### src/rtl/vga_text_writer.sv
// vga_text_writer: write side of the VGA text buffer.
// Accepts ASCII over valid/ready, tracks a text cursor, and writes characters
// into a 32-bit-word video RAM at byte address {row[4:0], col[6:0]}.
// Handles LF/CR/BS/FF control codes, line wrap with row blanking, and full clears.
// Optional: define TEXT_CLEAR_ON_RESET_EN to blank the whole screen after reset release.
module vga_text_writer #(
  parameter int ROWS = 30,
  parameter int COLS = 70
) (
  input  logic        CLOCK_50,
  input  logic        clrn,
  input  logic [7:0]  char_in,
  input  logic        char_valid,
  output logic        char_ready,
  output logic        wr_en,
  output logic [9:0]  wr_addr,
  output logic [31:0] wr_data,
  output logic [3:0]  wr_byte_en,
  output logic [4:0]  cursor_row,
  output logic [6:0]  cursor_col,
  output logic        busy
);

  typedef enum logic [1:0] {IDLE, PUT, CLR_ROW, CLR_ALL} state_t;

  localparam logic [4:0]  ROW_LAST = 5'(ROWS - 1);
  localparam logic [6:0]  COL_LAST = 7'(COLS - 1);
  localparam logic [9:0]  CLR_LAST = 10'(ROWS * 32 - 1);
  localparam logic [31:0] BLANK    = 32'h20202020;

  state_t      state_q, state_d;
  logic        started_q, started_d;
  logic [7:0]  char_q, char_d;
  logic [4:0]  row_q, row_d;
  logic [6:0]  col_q, col_d;
  logic [9:0]  clr_cnt_q, clr_cnt_d;
  logic [9:0]  wr_addr_q, wr_addr_d;
  logic [31:0] wr_data_q, wr_data_d;
  logic        advance;

  // State, cursor, clear counter and held write bus registers
  always_ff @(posedge CLOCK_50 or negedge clrn) begin
    if (!clrn) begin
      state_q   <= IDLE;
      started_q <= 1'b0;
      char_q    <= 8'h00;
      row_q     <= 5'd0;
      col_q     <= 7'd0;
      clr_cnt_q <= 10'd0;
      wr_addr_q <= 10'd0;
      wr_data_q <= 32'd0;
    end else begin
      state_q   <= state_d;
      started_q <= started_d;
      char_q    <= char_d;
      row_q     <= row_d;
      col_q     <= col_d;
      clr_cnt_q <= clr_cnt_d;
      wr_addr_q <= wr_addr_d;
      wr_data_q <= wr_data_d;
    end
  end

  // Next-state, cursor update and RAM write generation
  always_comb begin
    state_d    = state_q;
    started_d  = 1'b1;
    char_d     = char_q;
    row_d      = row_q;
    col_d      = col_q;
    clr_cnt_d  = clr_cnt_q;
    wr_addr_d  = wr_addr_q;
    wr_data_d  = wr_data_q;
    wr_en      = 1'b0;
    wr_byte_en = 4'b0000;
    char_ready = 1'b0;
    busy       = 1'b0;
    advance    = 1'b0;

    case (state_q)
      IDLE: begin
        if (!started_q) begin
`ifdef TEXT_CLEAR_ON_RESET_EN
          state_d   = CLR_ALL;
          clr_cnt_d = 10'd0;
`else
          state_d   = IDLE;
`endif
        end else begin
          char_ready = 1'b1;
          if (char_valid) begin
            char_d  = char_in;
            state_d = PUT;
          end
        end
      end

      PUT: begin
        state_d = IDLE;
        if (char_q >= 8'h20 && char_q <= 8'h7E) begin
          wr_en      = 1'b1;
          wr_addr_d  = {row_q, col_q[6:2]};
          wr_data_d  = {4{char_q}};
          wr_byte_en = 4'b0001 << col_q[1:0];
          if (col_q == COL_LAST) begin
            col_d   = 7'd0;
            advance = 1'b1;
          end else begin
            col_d = col_q + 7'd1;
          end
        end else begin
          case (char_q)
            8'h0A: begin
              col_d   = 7'd0;
              advance = 1'b1;
            end
            8'h0D: col_d = 7'd0;
            8'h08: begin
              if (col_q != 7'd0) begin
                col_d      = col_q - 7'd1;
                wr_en      = 1'b1;
                wr_addr_d  = {row_q, col_d[6:2]};
                wr_data_d  = BLANK;
                wr_byte_en = 4'b0001 << col_d[1:0];
              end else if (row_q != 5'd0) begin
                row_d      = row_q - 5'd1;
                col_d      = COL_LAST;
                wr_en      = 1'b1;
                wr_addr_d  = {row_d, col_d[6:2]};
                wr_data_d  = BLANK;
                wr_byte_en = 4'b0001 << col_d[1:0];
              end
            end
            8'h0C: begin
              row_d     = 5'd0;
              col_d     = 7'd0;
              clr_cnt_d = 10'd0;
              state_d   = CLR_ALL;
            end
            default: ;
          endcase
        end
        if (advance) begin
          if (row_q == ROW_LAST) begin
            row_d     = 5'd0;
            clr_cnt_d = 10'd0;
            state_d   = CLR_ROW;
          end else begin
            row_d = row_q + 5'd1;
          end
        end
      end

      CLR_ROW: begin
        busy       = 1'b1;
        wr_en      = 1'b1;
        wr_addr_d  = {row_q, clr_cnt_q[4:0]};
        wr_data_d  = BLANK;
        wr_byte_en = 4'hF;
        if (clr_cnt_q[4:0] == 5'd31) begin
          clr_cnt_d = 10'd0;
          state_d   = IDLE;
        end else begin
          clr_cnt_d = clr_cnt_q + 10'd1;
        end
      end

      CLR_ALL: begin
        busy       = 1'b1;
        wr_en      = 1'b1;
        wr_addr_d  = clr_cnt_q;
        wr_data_d  = BLANK;
        wr_byte_en = 4'hF;
        if (clr_cnt_q == CLR_LAST) begin
          clr_cnt_d = 10'd0;
          state_d   = IDLE;
        end else begin
          clr_cnt_d = clr_cnt_q + 10'd1;
        end
      end

      default: state_d = IDLE;
    endcase
  end

  assign wr_addr    = wr_addr_d;
  assign wr_data    = wr_data_d;
  assign cursor_row = row_q;
  assign cursor_col = col_q;

endmodule
### config.mk
export PLATFORM = sky130hd
export DESIGN_NAME = vga_text_writer
export DESIGN_NICKNAME = d
export VERILOG_FILES = /design/src/rtl/vga_text_writer.sv
export SDC_FILE = /design/constraint.sdc
export NUM_CORES = 1
export LEC_CHECK = 0
export BUFFER_PORTS_ARGS = -buffer_cell sky130_fd_sc_hd__buf_2
export CAP_MARGIN = 25
export CORE_ASPECT_RATIO = 0.6
export CORE_MARGIN = 4
export CORE_UTILIZATION = 56
export CTS_CLUSTER_SIZE = 14
export DETAILED_ROUTE_END_ITERATION = 8
export PLACE_DENSITY = 0.8
export SETUP_SLACK_MARGIN = 0.15
export SKIP_CTS_REPAIR_TIMING = 1
export SYNTH_ARGS = -nofsm -noshare
export SYNTH_HDL_FRONTEND = slang
export SYNTH_SLANG_ARGS = --single-unit
export TNS_END_PERCENT = 5
### constraint.sdc
create_clock -name CLOCK_50 -period 2.64 [get_ports CLOCK_50]
set_input_delay 0 -clock CLOCK_50 [delete_from_list [all_inputs] [get_ports CLOCK_50]]
set_output_delay 0 -clock CLOCK_50 [all_outputs]
set_load 0.005 [all_outputs]
* Word-level counts from Yosys, hierarchy flattened
Index checks and enable logic that the tools add are counted.
Word-level totals: input bits 11, word-level logic and storage cells 102, memories kept 0, bits in latches 0, bits in writable memories 0, register bits 75, ROM bits 0
Cells by class: $lt $le $gt $ge 2, reduce and logical (&&, ||, !) cells 13, mux-type cells 54, shift operators 2, $add $sub $neg 5, multipliers 0, bitwise logic cells 0, div/mod/pow operators 0, equality and inequality tests 18
Operators by type and width (number):
- two-way mux 32 bit | 4
- two-way mux 10 bit | 10
- one-hot mux 32 bit (2 select lines) | 1
- one-hot mux 10 bit (3 select lines) | 2
- == test 8 x 4 -> 1 bit, second input constant | 4
- two-way mux 7 bit | 4
- two-way mux 5 bit | 5
- two-way mux 2 bit | 9
- one-hot mux 7 bit (2 select lines) | 1
- two-way mux 4 bit | 3
- two-way mux 1 bit | 11
- adder 10 x 1 -> 10 bit, second input constant | 1
- == test 10 bit, second input constant | 1
- == test 5 bit, second input constant | 2
- one-hot mux 5 bit (2 select lines) | 1
- inequality test 3 bit, second input constant | 3
- AND reduction 3 bit | 3
- nonzero test 3 bit | 3
- >= comparator 8 x 6 -> 1 bit, second input constant | 1
- less-or-equal comparator 8 x 7 -> 1 bit, second input constant | 1
- one-hot mux 2 bit (4 select lines) | 1
- one-hot mux 4 bit (2 select lines) | 1
- << shifter 1 x 2 -> 4 bit, first input constant | 2
- adder 7 x 1 -> 7 bit, second input constant | 1
- 17 further kinds | 19

* Logic depth before layout (Yosys ltp)
depth in word-level cells 6, gate-level depth with buffers 11, mapped depth without buffers 9

* Least setup slack after synthesis
Ideal clock, no wire load.
path kind register to register, start register row_q[0] (netlist: cursor_row[0]), end register row_q[0] (netlist: cursor_row[0]), slack 354 ps, cell stages (with the launch flop) 8, path buffers 0, arrival 2162 ps, cells stage by stage dfrtp_1 > inv_1 > ha_1 > or4b_2 > nand3_1 > a21oi_1 > a21oi_2 > mux2_2
Between the ends: longest elaborated chain between the ends 6
Ends and longest elaborated chain:
- start: declaration | line 34 | logic [4:0] row_q, row_d;
- start signal: assignment | line 56 | row_q <= row_d;
- subtractor 5 x 1 -> 5 bit | line 126 | row_d = row_q - 5'd1;
- two-way mux 5 bit | line 125 | end else if (row_q != 5'd0) begin
- two-way mux 5 bit | line 119 | if (col_q != 7'd0) begin
- one-hot mux 5 bit (2 select lines) | line 112 | case (char_q)
- two-way mux 5 bit | line 100 | if (char_q >= 8'h20 && char_q <= 8'h7E) begin
- two-way mux 5 bit | line 143 | if (advance) begin
Several ways; a longest one is shown, not always the timed one. The select of a mux whose other input is x is not followed. A chain may end at the register's enable or synchronous reset.

* Final worst setup path
start register row_q[1] (netlist: cursor_row[1]), end output port wr_data[24]
Between the ends: longest elaborated chain between the ends 6
Ends and longest elaborated chain:
- nonzero test 5 bit | line 125
- two-way mux 32 bit | line 125
- two-way mux 32 bit | line 119
- two-way mux 32 bit | line 112
- two-way mux 32 bit | line 100
- one-hot mux 32 bit (2 select lines) | line 80 | case (state_q)
- end: declaration | line 17 | output logic [31:0] wr_data,
Every way passes these cells.

==> results by stage <==
Status:
- The run finished with clean final reports.

Worst setup path:
- The startpoint type of the worst setup path is a flop.
- The arrival time reported for the critical path endpoint is 2.53 ns.
- STA classifies the critical path endpoint as an output port.
- On the worst path, the slowest cell contributes a delay of 0.38 ns.
- The required arrival time at the worst endpoint is around 2.6 ns.
- The largest fanout of any net on the critical path is 7.
- The signal on the critical path passes through inv_2, ha_4, nor4b_4, nand3_4, a21oi_4, nand2b_4, and2_4, buf_12, buf_4, a21o_1, buf_2.
- On the critical path, the stage with the largest delay is an instance of dfrtp_1.
- The critical path is of the reg -> out type.

Routing:
- The via density per instance is 6.219.
- The DRC violation total after the first TritonRoute iteration is between 500 and 600.
- The count of nets left with antenna violations after detail routing is 0.
- In the final routed layout, each cell accounts on average for 19.53 µm.
- The first TritonRoute pass finished after 5 iterations.
- The final route contains 4111 vias.
- Wires add up to 12910 µm.
- In the routed design, unresolved DRC markers number 0.

Synthesis:
- For this run, the register share of the synthesized area comes to 0.4464.
- The post-synthesis instance total is 447.
- The simple-gate portion of the synthesized area is 0.1976.
- The dominant combinational cell family by area after synthesis is compound AO/OA/AOI/OAI gates.
- The synthesized-area fraction occupied by adder cells is 0.03274.
- The cell area that synthesis handed to floorplanning was 0.004204 mm².
- When the netlist entered floorplanning its net count stood at 469.
- After synthesis, the cell types taking the most area are dfrtp_1 45%, o21ai_0 4.2%, a21o_1 3.8%.
- The fraction of synthesized area in multiplexers is 0.03601.
- The dominant register cell in the synthesized netlist is dfrtp_1.
- The post-synthesis cell type with the largest combined area is dfrtp_1.
- The number of synthesized flops with an enable pin is 0.
- Of the total synthesized cell area, the portion taken by XOR and XNOR cells is 0.01042.
- Counting instances in the post-synthesis netlist gives the leading cell types as 75 x dfrtp_1, 40 x nand2_1, 35 x o21ai_0, 33 x nor2_1, 26 x a21oi_1.
- The mean instance size in the synthesized netlist is ~9.4 µm².
- dfrtp_1 is the most common cell in the netlist.
- Synthesis instantiated 64 different standard cells from the library.
- In this run, synthesis produced a sequential element count of 75.
- For this run, the number of Yosys warnings is 0.
- The fraction of the mapped netlist area in compound gates is 0.2292.
- After synthesis, the share of flip-flops with an asynchronous set or reset is 1.000.
- Of the post-synthesis cell area, the dominant cell type holds 0.4464.

Timing:
- The final setup slack of the worst path is between 0.1 and 0.15 ns.
- The maximum frequency from static timing analysis is a little under 400 MHz.
- The worst setup skew after layout is around 0.0044 ns.
- Setup violations remaining at the end of the flow were counted as 0.
- The portion of the clock cycle consumed by the worst path in the final layout is 0.9583.
- The number of hold-slack violations in the final timing report is 0.
- For the pin with the worst max-slew slack, the measured transition is 0.6140 ns.
- Headroom to the max-slew limit came out at 0.5863.
- Setup repair after global routing could not meet its margin everywhere.
- The max-slew violation total from the final report came to 0.
- The minimum clock period after layout is between 2 and 3 ns.
- The total negative slack for setup checks is 0 ns.
- The final hold slack is 0.2236 ns.

Finish:
- The finished cells cover ~0.0053 mm².
- The layout overhead on the synthesized area is 27.20%.
- The repair_antennas step left the layout with diodes totalling 0.
- The count of nets after finishing is 575.
- Of the cells placed in the final design, the portion with a size suffix greater than 1 is 0.3070.

Power and ir drop:
- The power density relative to cell area is ~1000 mW/mm².
- The worst-case vdd ir drop is 0.0005872 V.
- The analysis attributes to cell leakage a power of around 2.6 nW.

CTS:
- The clock insertion delay at the later pin of the skew report is 0.34 ns.
- The number of sinks on the clock net is 75.
- The clock tree synthesis step divided the H-tree into 3 levels.
- The clock slew at the register clock pins of the worst setup and hold paths is 0.05 ns.
- The library cell used as clock root buffer is clkbuf_16.
- The number of buffers between clock root and the deepest sink is 2.
- The number of buffers created by CTS is 9.
- TritonCTS built the clock tree.

Place:
- Prior to clock tree synthesis, the placed netlist has a worst setup slack of ~0.16 ns.
- The number of port buffers is 71.
- Once placement finished, the instance area stood at 0.004743 mm².
- The congestion estimate from routability-driven global placement came to 1.001.
- The detailed-placement wirelength estimate is 8781 µm.

Floorplan:
- The region available for standard cell placement spans 0.007267 mm².
- For this configuration, the core starts out at a cell density of 0.5785.
- The number of cell rows is 24.
- The number of ports placed on the die boundary is 72.
- Measured along the x axis, the die boundary spans 119.9 µm.
- The die is 75.12 µm tall.
- The die covers 0.009003 mm².

Global routing:
- The via count of the first global-routing pass came to approximately 3600.
- Entering global routing, the biggest net connects 76 pins.
- The first global-routing pass estimated 19400 µm of wire.
- The number of antenna violations at the first check in global routing is 0.
- The global routing usage summed across all routing layers is 0.2817.
- The total overflow left after global routing is 0.

Hold path:
- The worst hold path belongs to the class in -> async.

Flow run:
- Across the run, the number of max-cap violations was 0.
-- worst paths after layout --
path,start,slack [ns],cells past startpoint,endpoint
setup / recovery,cursor_row[1],0.11,11,wr_data[24]
hold / removal,clrn,0.22,3,wr_data_q[13]
setup reg to reg,cursor_row[1],0.23,7,cursor_row[0]
hold reg to reg,wr_data_q[0],0.47,1,wr_data_q[0]
max in group asynchronous,clrn,2.09,3,cursor_col[3]
min in group CLOCK_50,char_valid,0.24,5,state_q[0]
-- logic make-up after synthesis --
kind of cell	count (synthesis)
other	1
multiplexers	14
flip-flops	75
XOR/XNOR	5
buffers and inverters	41
AO/OA/AOI/OAI	146
AND/OR/NAND/NOR	154
adder cells (fa/ha/maj)	11
-- stage by stage --
stage / cells / utilization / power [W]
floorplan: 447 / - / 0.003245
global placement: 620 / 0.6527 / 0.004105
detailed placement: 620 / 0.6527 / 0.004150
CTS: 635 / 0.6887 / 0.005269
global route: 661 / 0.7359 / 0.005961
finish: 661 / 0.7359 / 0.005593
-- power by group --
group / internal (W) / switching, W / leakage (nW)
combinational: 0.00121 / 0.00144 / 1.55
clock: 0.000651 / 0.000448 / 0.132
sequential: 0.00152 / 0.000319 / 0.944
total: 0.00338 / 0.00221 / 2.63
-- area by class of cell --
cell class / instances / area (µm²)
Inverter: 12 / 45.04
Timing Repair Buffer: 123 / 803.3
Clock buffer: 12 / 246.5
Fill cell: 567 / 1919
Sequential cell: 75 / 1882
Clock inverter: 3 / 15.01
Tap cell: 104 / 130.1
Multi-Input combinational cell: 332 / 2226
-- worst max-delay path: cells and delay by family (launching register included) --
kind,cells,cell delay [ns]
buf+inv,4,0.42
flops,1,0.38
compound gates,2,0.33
fa+ha+maj,1,0.18
simple gates,4,0.85
-- layout by cell type, fill, tap and decap left out, types with 5 or more instances in the layout --
master | Yosys | final
a21o_1 | 21 | 21
a21oi_1 | 26 | 25
a22oi_1 | 5 | 5
a31oi_1 | 7 | 7
and2_1 | 6 | 5
and3_1 | 18 | 17
buf_2 | 7 | 70
buf_4 | 1 | 42
clkbuf_16 | 0 | 9
dfrtp_1 | 75 | 71
dlygate4sd3_1 | 0 | 9
ha_1 | 11 | 8
inv_1 | 11 | 8
mux2_2 | 9 | 9
mux2i_1 | 5 | 5
nand2_1 | 40 | 40
nand3_1 | 16 | 15
nand4_1 | 8 | 8
nor2_1 | 33 | 33
nor3_1 | 8 | 8
o21a_1 | 7 | 7
o21ai_0 | 35 | 33
o22ai_1 | 6 | 6
-- sequential cells by signal, indices dropped and copies added, names as in the netlist --
register / cells
started_q: 1
clr_cnt_q: 10
cursor_col: 7
wr_data_q: 32
char_q: 8
cursor_row: 5
state_q: 2
wr_addr_q: 10
-- metal layers --
layer	vias up	GRT usage	part of all wire
li1	1856	-	-
met1	2004	0.4215	0.46
met2	237	0.3919	0.42
met3	14	0.1074	0.11
met4	0	0.05076	0.0081
met5	-	0	0
No activity file was read; power rests on OpenSTA's default activity.
